$ cat src/rtl/conv_mdc_package.sv
// Shared types and constants for the conv_mdc row-tile scheduler.
package conv_mdc_package;

  localparam int REQ_ADDR_W = 32;
  localparam int REQ_SIZE_W = 32;

  // Register-map index of the tile_h configuration word.
  localparam int CONV_MDC_REG_TILE_H = 4;

  typedef enum logic [2:0] {
    ST_IDLE,
    ST_SETUP,
    ST_ISSUE,
    ST_RUN,
    ST_NEXT,
    ST_FIN
  } tile_sched_state_e;

  typedef struct packed {
    logic [REQ_ADDR_W-1:0] addr;
    logic [REQ_SIZE_W-1:0] size;
  } tile_req_t;

endpackage

$ cat src/rtl/conv_mdc_tile_req_if.sv
// One valid/ready request slot: loaded by the scheduler, held stable until
// the streamer accepts it.
module conv_mdc_tile_req_if
  import conv_mdc_package::*;
(
  input  logic      clk,
  input  logic      rst,
  input  logic      load,
  input  tile_req_t load_req,
  input  logic      ready,
  output logic      valid,
  output tile_req_t req
);

  // Request register: set on load, drop valid only once the streamer takes it.
  always_ff @(posedge clk) begin
    // NOTE: state registers use non-blocking assignments so every flop samples pre-edge values.
    if (rst) begin
      valid <= 1'b0;
      req   <= '0;
    end else if (load) begin
      valid <= 1'b1;
      req   <= load_req;
    end else if (valid && ready) begin
      valid <= 1'b0;
    end
  end

endmodule

$ cat src/rtl/conv_mdc_tile_sched.sv
// Row-tile scheduler: splits a frame into TILE_H-row tiles with a (K-1)-row
// input halo, issues src/dst requests per tile and sequences the engine.
module conv_mdc_tile_sched
  import conv_mdc_package::*;
#(
  parameter int ADDR_W = REQ_ADDR_W,
  parameter int DIM_W  = 16,
  parameter int BPP    = 4,
  parameter int K      = 3
) (
  input  logic              clk_i,
  input  logic              rst_i,
  input  logic              clear_i,
  input  logic              start_i,
  input  logic [DIM_W-1:0]  width_i,
  input  logic [DIM_W-1:0]  height_i,
  input  logic [DIM_W-1:0]  tile_h_i,
  input  logic [ADDR_W-1:0] src_base_i,
  input  logic [ADDR_W-1:0] dst_base_i,
  output logic              src_req_valid_o,
  input  logic              src_req_ready_i,
  output logic [ADDR_W-1:0] src_addr_o,
  output logic [31:0]       src_size_o,
  output logic              dst_req_valid_o,
  input  logic              dst_req_ready_i,
  output logic [ADDR_W-1:0] dst_addr_o,
  output logic [31:0]       dst_size_o,
  output logic              eng_start_o,
  input  logic              eng_done_i,
  input  logic              dst_done_i,
  output logic              busy_o,
  output logic [DIM_W-1:0]  tile_idx_o,
  output logic              done_o,
  output logic              err_o
);

  localparam logic [DIM_W:0] HALO = (DIM_W+1)'(K - 1);

  tile_sched_state_e state, state_next;

  logic              rst_all;
  logic [DIM_W-1:0]  width_q, height_q, tile_h_q, tile_idx_q;
  logic [ADDR_W-1:0] src_addr_q, dst_addr_q, src_addr_nx, dst_addr_nx;
  logic [31:0]       tile_words_q, step;
  logic [DIM_W:0]    r0_q, r0_sum, r0_entry, rem, n_out, n_in;
  logic              eng_seen_q, dst_seen_q, err_q, done_q, eng_start_q;
  logic              cfg_bad, all_acc, load_req, start_ok, done_d, eng_start_d;
  logic              src_valid, dst_valid;
  tile_req_t         src_req_d, dst_req_d, src_req_q, dst_req_q;

  assign rst_all = rst_i | clear_i;
  assign cfg_bad = (width_i == '0) || (height_i == '0) || (tile_h_i == '0);
  assign all_acc = (!src_valid || src_req_ready_i) && (!dst_valid || dst_req_ready_i);

  // State register.
  always_ff @(posedge clk_i) begin
    if (rst_all) state <= ST_IDLE;
    else         state <= state_next;
  end

  // Next-state and control strobes.
  always_comb begin
    // NOTE: every output of this block gets a default first, so no path can infer a latch.
    state_next  = state;
    load_req    = 1'b0;
    start_ok    = 1'b0;
    done_d      = 1'b0;
    eng_start_d = 1'b0;
    case (state)
      ST_IDLE: begin
        if (start_i) begin
          if (cfg_bad) begin
            done_d = 1'b1;
          end else begin
            start_ok   = 1'b1;
            state_next = ST_SETUP;
          end
        end
      end
      ST_SETUP: begin
        load_req   = 1'b1;
        state_next = ST_ISSUE;
      end
      ST_ISSUE: begin
        if (all_acc) begin
          eng_start_d = 1'b1;
          state_next  = ST_RUN;
        end
      end
      ST_RUN: begin
        if (eng_seen_q && dst_seen_q) state_next = ST_NEXT;
      end
      ST_NEXT: begin
        if (r0_sum >= {1'b0, height_q}) begin
          state_next = ST_FIN;
        end else begin
          load_req   = 1'b1;
          state_next = ST_ISSUE;
        end
      end
      ST_FIN: begin
        done_d     = 1'b1;
        state_next = ST_IDLE;
      end
      default: state_next = ST_IDLE;
    endcase
  end

  // Tile geometry for the request about to be loaded: in NEXT it describes the
  // following tile, so it is computed from the advanced row and addresses.
  always_comb begin
    r0_sum      = r0_q + {1'b0, tile_h_q};
    r0_entry    = (state == ST_NEXT) ? r0_sum : r0_q;
    rem         = {1'b0, height_q} - r0_entry;
    n_out       = ({1'b0, tile_h_q} < rem) ? {1'b0, tile_h_q} : rem;
    n_in        = ((n_out + HALO) < rem) ? (n_out + HALO) : rem;
    step        = tile_words_q * 32'(BPP);
    src_addr_nx = (state == ST_NEXT) ? src_addr_q + ADDR_W'(step) : src_addr_q;
    dst_addr_nx = (state == ST_NEXT) ? dst_addr_q + ADDR_W'(step) : dst_addr_q;
    src_req_d.addr = REQ_ADDR_W'(src_addr_nx);
    src_req_d.size = 32'(n_in) * 32'(width_q);
    dst_req_d.addr = REQ_ADDR_W'(dst_addr_nx);
    dst_req_d.size = 32'(n_out) * 32'(width_q);
  end

  // Job configuration, tile counters, completion flags and output pulses.
  always_ff @(posedge clk_i) begin
    if (rst_all) begin
      width_q      <= '0;
      height_q     <= '0;
      tile_h_q     <= '0;
      src_addr_q   <= '0;
      dst_addr_q   <= '0;
      tile_words_q <= '0;
      r0_q         <= '0;
      tile_idx_q   <= '0;
      eng_seen_q   <= 1'b0;
      dst_seen_q   <= 1'b0;
      err_q        <= 1'b0;
      done_q       <= 1'b0;
      eng_start_q  <= 1'b0;
    end else begin
      done_q      <= done_d;
      eng_start_q <= eng_start_d;
      if (state == ST_IDLE && start_i) begin
        err_q <= cfg_bad;
        if (start_ok) begin
          width_q    <= width_i;
          height_q   <= height_i;
          tile_h_q   <= tile_h_i;
          src_addr_q <= src_base_i;
          dst_addr_q <= dst_base_i;
          r0_q       <= '0;
          tile_idx_q <= '0;
          eng_seen_q <= 1'b0;
          dst_seen_q <= 1'b0;
        end
      end
      if (state == ST_SETUP) tile_words_q <= 32'(tile_h_q) * 32'(width_q);
      if (state == ST_RUN) begin
        if (eng_done_i) eng_seen_q <= 1'b1;
        if (dst_done_i) dst_seen_q <= 1'b1;
      end
      if (state == ST_NEXT) begin
        r0_q       <= r0_sum;
        tile_idx_q <= tile_idx_q + 1'b1;
        src_addr_q <= src_addr_nx;
        dst_addr_q <= dst_addr_nx;
        eng_seen_q <= 1'b0;
        dst_seen_q <= 1'b0;
      end
    end
  end

  conv_mdc_tile_req_if u_src_req (
    .clk      (clk_i),
    .rst      (rst_all),
    .load     (load_req),
    .load_req (src_req_d),
    .ready    (src_req_ready_i),
    .valid    (src_valid),
    .req      (src_req_q)
  );

  conv_mdc_tile_req_if u_dst_req (
    .clk      (clk_i),
    .rst      (rst_all),
    .load     (load_req),
    .load_req (dst_req_d),
    .ready    (dst_req_ready_i),
    .valid    (dst_valid),
    .req      (dst_req_q)
  );

  assign src_req_valid_o = src_valid;
  assign src_addr_o      = ADDR_W'(src_req_q.addr);
  assign src_size_o      = src_req_q.size;
  assign dst_req_valid_o = dst_valid;
  assign dst_addr_o      = ADDR_W'(dst_req_q.addr);
  assign dst_size_o      = dst_req_q.size;
  assign eng_start_o     = eng_start_q;
  assign busy_o          = (state != ST_IDLE);
  assign tile_idx_o      = tile_idx_q;
  assign done_o          = done_q;
  assign err_o           = err_q;

endmodule

$ cat config.mk
export PLATFORM = sky130hd
export DESIGN_NAME = conv_mdc_tile_sched
export DESIGN_NICKNAME = d
export VERILOG_FILES = /design/src/rtl/conv_mdc_package.sv /design/src/rtl/conv_mdc_tile_req_if.sv /design/src/rtl/conv_mdc_tile_sched.sv
export SDC_FILE = /design/constraint.sdc
export NUM_CORES = 2
export LEC_CHECK = 0
export ABC_AREA = 1
export CAP_MARGIN = 20
export CORE_MARGIN = 2
export CORE_UTILIZATION = 55
export CTS_BUF_LIST = sky130_fd_sc_hd__clkbuf_2 sky130_fd_sc_hd__clkbuf_4 sky130_fd_sc_hd__clkbuf_8
export DETAILED_ROUTE_END_ITERATION = 16
export MAX_ROUTING_LAYER = met4
export PLACE_DENSITY_LB_ADDON = 0.15
export SLEW_MARGIN = 5
export SYNTH_ARGS = -nofsm -noshare
export SYNTH_HDL_FRONTEND = slang
export SYNTH_SLANG_ARGS = --single-unit
export TNS_END_PERCENT = 1
$ cat constraint.sdc
create_clock -name clk_i -period 37.4 [get_ports clk_i]
set_input_delay 7.48 -clock clk_i [delete_from_list [all_inputs] [get_ports clk_i]]
set_output_delay 7.48 -clock clk_i [all_outputs]
set_load 0.02 [all_outputs]
==> results.md <==
- Status: finished, final reports clean
- Crit path largest cell delay: 0.55 ns
- Crit Path Category: flip-flop to flip-flop
- DRC: 0
- Largest area contributor in the netlist: fa_1
- Cells after synthesis: 5,503
- Initial antenna violation count: 4
- Seq/Total Area, Yosys: 14.8%
- Synth async-reset ratio: 0%
- CP required: 37.94 ns
- Drt total wl: 129,000 µm
- Reg2reg end: u_src_req.req[27]$_SDFFE_PP0P_
- Placed cell areas: 45,800 µm²
- I/O Buffers: 269
- FP Rows: 101
- Area of the core: 76,100 µm²
- Clk slew on worst S/H paths: 0.06 ns
- CP bufs+invs: 10
- CTS root buf: clkbuf_8
- Crit-path slowest cell: fa_1
- Worst rel slew slack: 35.0%
- DR vias/cell: 5.46
- Drt pass-1 iters: 6
- # fillers: 7,006
- Leakage: 23.3 nW
- Post-CTS Setup Bufs: 0
- WP depth: 77
- Pwr dens: 26.2 nW/µm²
- Final nets: 6,796
- Delay-heaviest family, CP: adder cells
- Sw Share: 42.5%
- Cts bufs inserted: 57
- Hold_ws: 0.464 ns
- Area contributors post-synth: fa_1 29%, dfxtp_1 15%, ha_1 13%, inv_1 9.8%, nand2_1 8.8%
- Yosys top cell area share: 28.8%
- Dpl hpwl: 98,500 µm
- H-tree levels: 2
- TritonCTS clock tree: built
- Routed len/inst: 19.2 µm
- Max Freq: 65.5 MHz
- Combinational power share: 42.2%
- Max Clock Skew: 0.0482 ns
- Total track usage: 34.4%
- Number of global-route vias before repair: 37,200
- Area occupied by multi-input gates: 30,900 µm²
- Net Sw Power: 0.525 mW
- EDFF count, synth: 0
- Crit path launch type: flip-flop
- Worst Hold Class: flip-flop to flip-flop
- Most frequent cells after synthesis: 1,103 x inv_1, 996 x nand2_1, 611 x fa_1, 468 x a21oi_1, 427 x ha_1
- Cell Area, Synth: 42,400 µm²
- Setup_tns: 0 ns
- Ratio of cells with drive above 1 in the final layout: 4.45%
- Final Hold Fails: 0
- Final Setup Violations: 0
- Crit path time final: 15.26 ns
- RSZ-0062 raised after global routing: no
- CP Max Fanout: 24
- Die Span Y: 282 µm
- Full die area: 79,300 µm²
- Max cap viols: 0
- Gpl congestion: 0.962
- Reg2Reg Setup Slack: 22.14 ns
- Clk pwr share: 29.3%
- Synth unique cells: 57
- R2R Path Start: tile_h_q[0]$_SDFFE_PP0P_
- Io pins: 270
- Gates resized, CTS repair: 0
- Cell with the most instances after synthesis: inv_1
- Critical path startpoint: tile_h_q[0]$_SDFFE_PP0P_
- Worst setup EP type: flip-flop
- Slew Limit Fails: 0
- Synth Flop Type: dfxtp_1
- Post-DRT Antenna Nets: 0
- Largest net degree at the start of global routing: 96
- FF+latch area: 6270 µm²
- CP arrival: 15.80 ns
- Via count: 36,700
- Setup WS post-layout: 22.14 ns
- Final instance area: 47,100 µm²
- First-pass GRT wire length: 204,000 µm
- Worst-Margin Slew: 0.968 ns
- Sequential Power Share: 28.5%
- Max IR drop VDD: 0.0292 mV
- Seq cells post-synth: 313
- Gr ovfl total: 0
- DIE WIDTH: 282 µm
- Sink Count: 313
- Longest Clk Path Bufs: 3
- Final Cycle Share: 40.8%
- Total power: 1.24 mW
- Crit path to: u_src_req.req[27]$_SDFFE_PP0P_
- Power Internal: 0.712 mW
- Most used cell, CP: nand2_1
- CTS Hold Bufs: 0
- Avg Cell Area, Syn: 7.71 µm²
- Area Overhead vs Synth: 11.1%
- Cells on worst reg2reg path: 77
- Drt first-iter violations: 2,582
- Syn. warnings: 0
- Starting Density: 55.7%
- Clock latency on the worst-skew pair: 0.72 ns
- DP Worst Slack: 22.43 ns
-- layer usage --
metal | part of all wire (%) | GRT usage (%) | routed length [µm] | vias up
li1 | - | - | - | 17300
met1 | 44 | 47.1 | 56900 | 17600
met2 | 42 | 50.2 | 54600 | 1500
met3 | 11 | 9.70 | 14100 | 202
met4 | 2.5 | 8.37 | 3190 | 0
met5 | 0 | - | 0 | -
-- power groups by stage --
stage / registers [mW] / clock network (mW) / logic (mW)
2_1_floorplan: 0.361 / 0 / 0.343
3_3_place_gp: 0.359 / 0 / 0.505
3_5_place_dp: 0.359 / 0 / 0.511
4_1_cts: 0.352 / 0.367 / 0.517
5_1_grt: 0.353 / 0.382 / 0.578
6_report: 0.352 / 0.362 / 0.522
-- area by class of cell --
| class | instances | share of cell area (%) |
|---|---|---|
| clock inverter | 9 | 0.202 |
| multi-input combinational | 3815 | 65.6 |
| antenna | 4 | 0.0212 |
| inverter | 1124 | 8.97 |
| sequential | 313 | 13.3 |
| timing repair buffer | 327 | 6.67 |
| tap | 1030 | 2.74 |
| clock buffer | 92 | 2.46 |
-- sequential cells by signal (all words and copies together), names as in the netlist --
name	flops
u_dst_req.req	64
u_src_req.req	64
dst_addr_q	32
src_addr_q	32
tile_words_q	30
r0_q	17
height_q	16
tile_h_q	16
tile_idx_o	16
width_q	16
state	3
done_o	1
dst_seen_q	1
eng_seen_q	1
eng_start_o	1
err_o	1
u_dst_req.valid	1
u_src_req.valid	1
-- cells in the final DEF (no fill, tap or decap), drive strengths merged, types with 10 or more instances in the layout --
cell | synthesis | final
inv | 1120 | 1122
nand2 | 1025 | 1025
fa | 611 | 611
a21oi | 468 | 468
ha | 427 | 427
o21ai | 427 | 427
nor2 | 402 | 402
dfxtp | 313 | 313
clkdlybuf4s50 | 0 | 269
clkbuf | 217 | 92
nand3 | 82 | 82
xor2 | 78 | 78
xnor2 | 59 | 59
buf | 47 | 58
o21bai | 35 | 35
a31oi | 27 | 27
nand4 | 21 | 21
nor3 | 21 | 21
a311oi | 16 | 16
conb | 2 | 15
nor4 | 13 | 13
a21o | 12 | 12
a21boi | 12 | 12
a211oi | 10 | 10
clkinv | 4 | 10
-- cells by family (layout without fill, tap and decap cells) --
family / count (synthesis) / count (layout) / share of synthesized area, %
xor gates and xnor gates: 137 / 137 / 2.85
adders and majority gates: 1038 / 1038 / 41.4
buffers and inverters: 1388 / 1552 / 12.5
other: 2 / 19 / 0.0177
and+or+nand+nor: 1583 / 1583 / 15.1
muxes: 6 / 6 / 0.142
DFF: 313 / 313 / 14.8
AOI/OAI and AO/OA: 1036 / 1036 / 13.2
-- stage by stage --
stage / util (%) / std cells
final: 61.9 / 6714
after CTS: 61.9 / 6709
after global placement: 60.2 / 6607
after global routing: 61.9 / 6714
after detailed placement: 60.3 / 6608
after floorplan: - / 5516
-- worst min-delay path by stage --
stage / startpoint / to / slack [ns] / cells past startpoint
floorplan: dst_seen_q$_SDFF_PP0_ / dst_seen_q$_SDFF_PP0_ / 0.44 / 2
global placement: eng_seen_q$_SDFF_PP0_ / eng_seen_q$_SDFF_PP0_ / 0.45 / 2
detailed placement: dst_seen_q$_SDFF_PP0_ / dst_seen_q$_SDFF_PP0_ / 0.46 / 2
CTS: dst_seen_q$_SDFF_PP0_ / dst_seen_q$_SDFF_PP0_ / 0.46 / 2
global route: dst_seen_q$_SDFF_PP0_ / dst_seen_q$_SDFF_PP0_ / 0.48 / 2
finish: dst_seen_q$_SDFF_PP0_ / dst_seen_q$_SDFF_PP0_ / 0.46 / 2
-- worst reg2reg max path, delay by kind of cell (launching register included) --
family                   cells  cell delay, ns
buffers and inverters       10            0.98
adder cells (fa/ha/maj)     13            4.90
AND/OR/NAND/NOR             28            3.51
AO/OA/AOI/OAI               22            4.33
flip-flops                   1            0.34
XOR/XNOR                     4            1.09
Power figures use the tool's default switching activity.
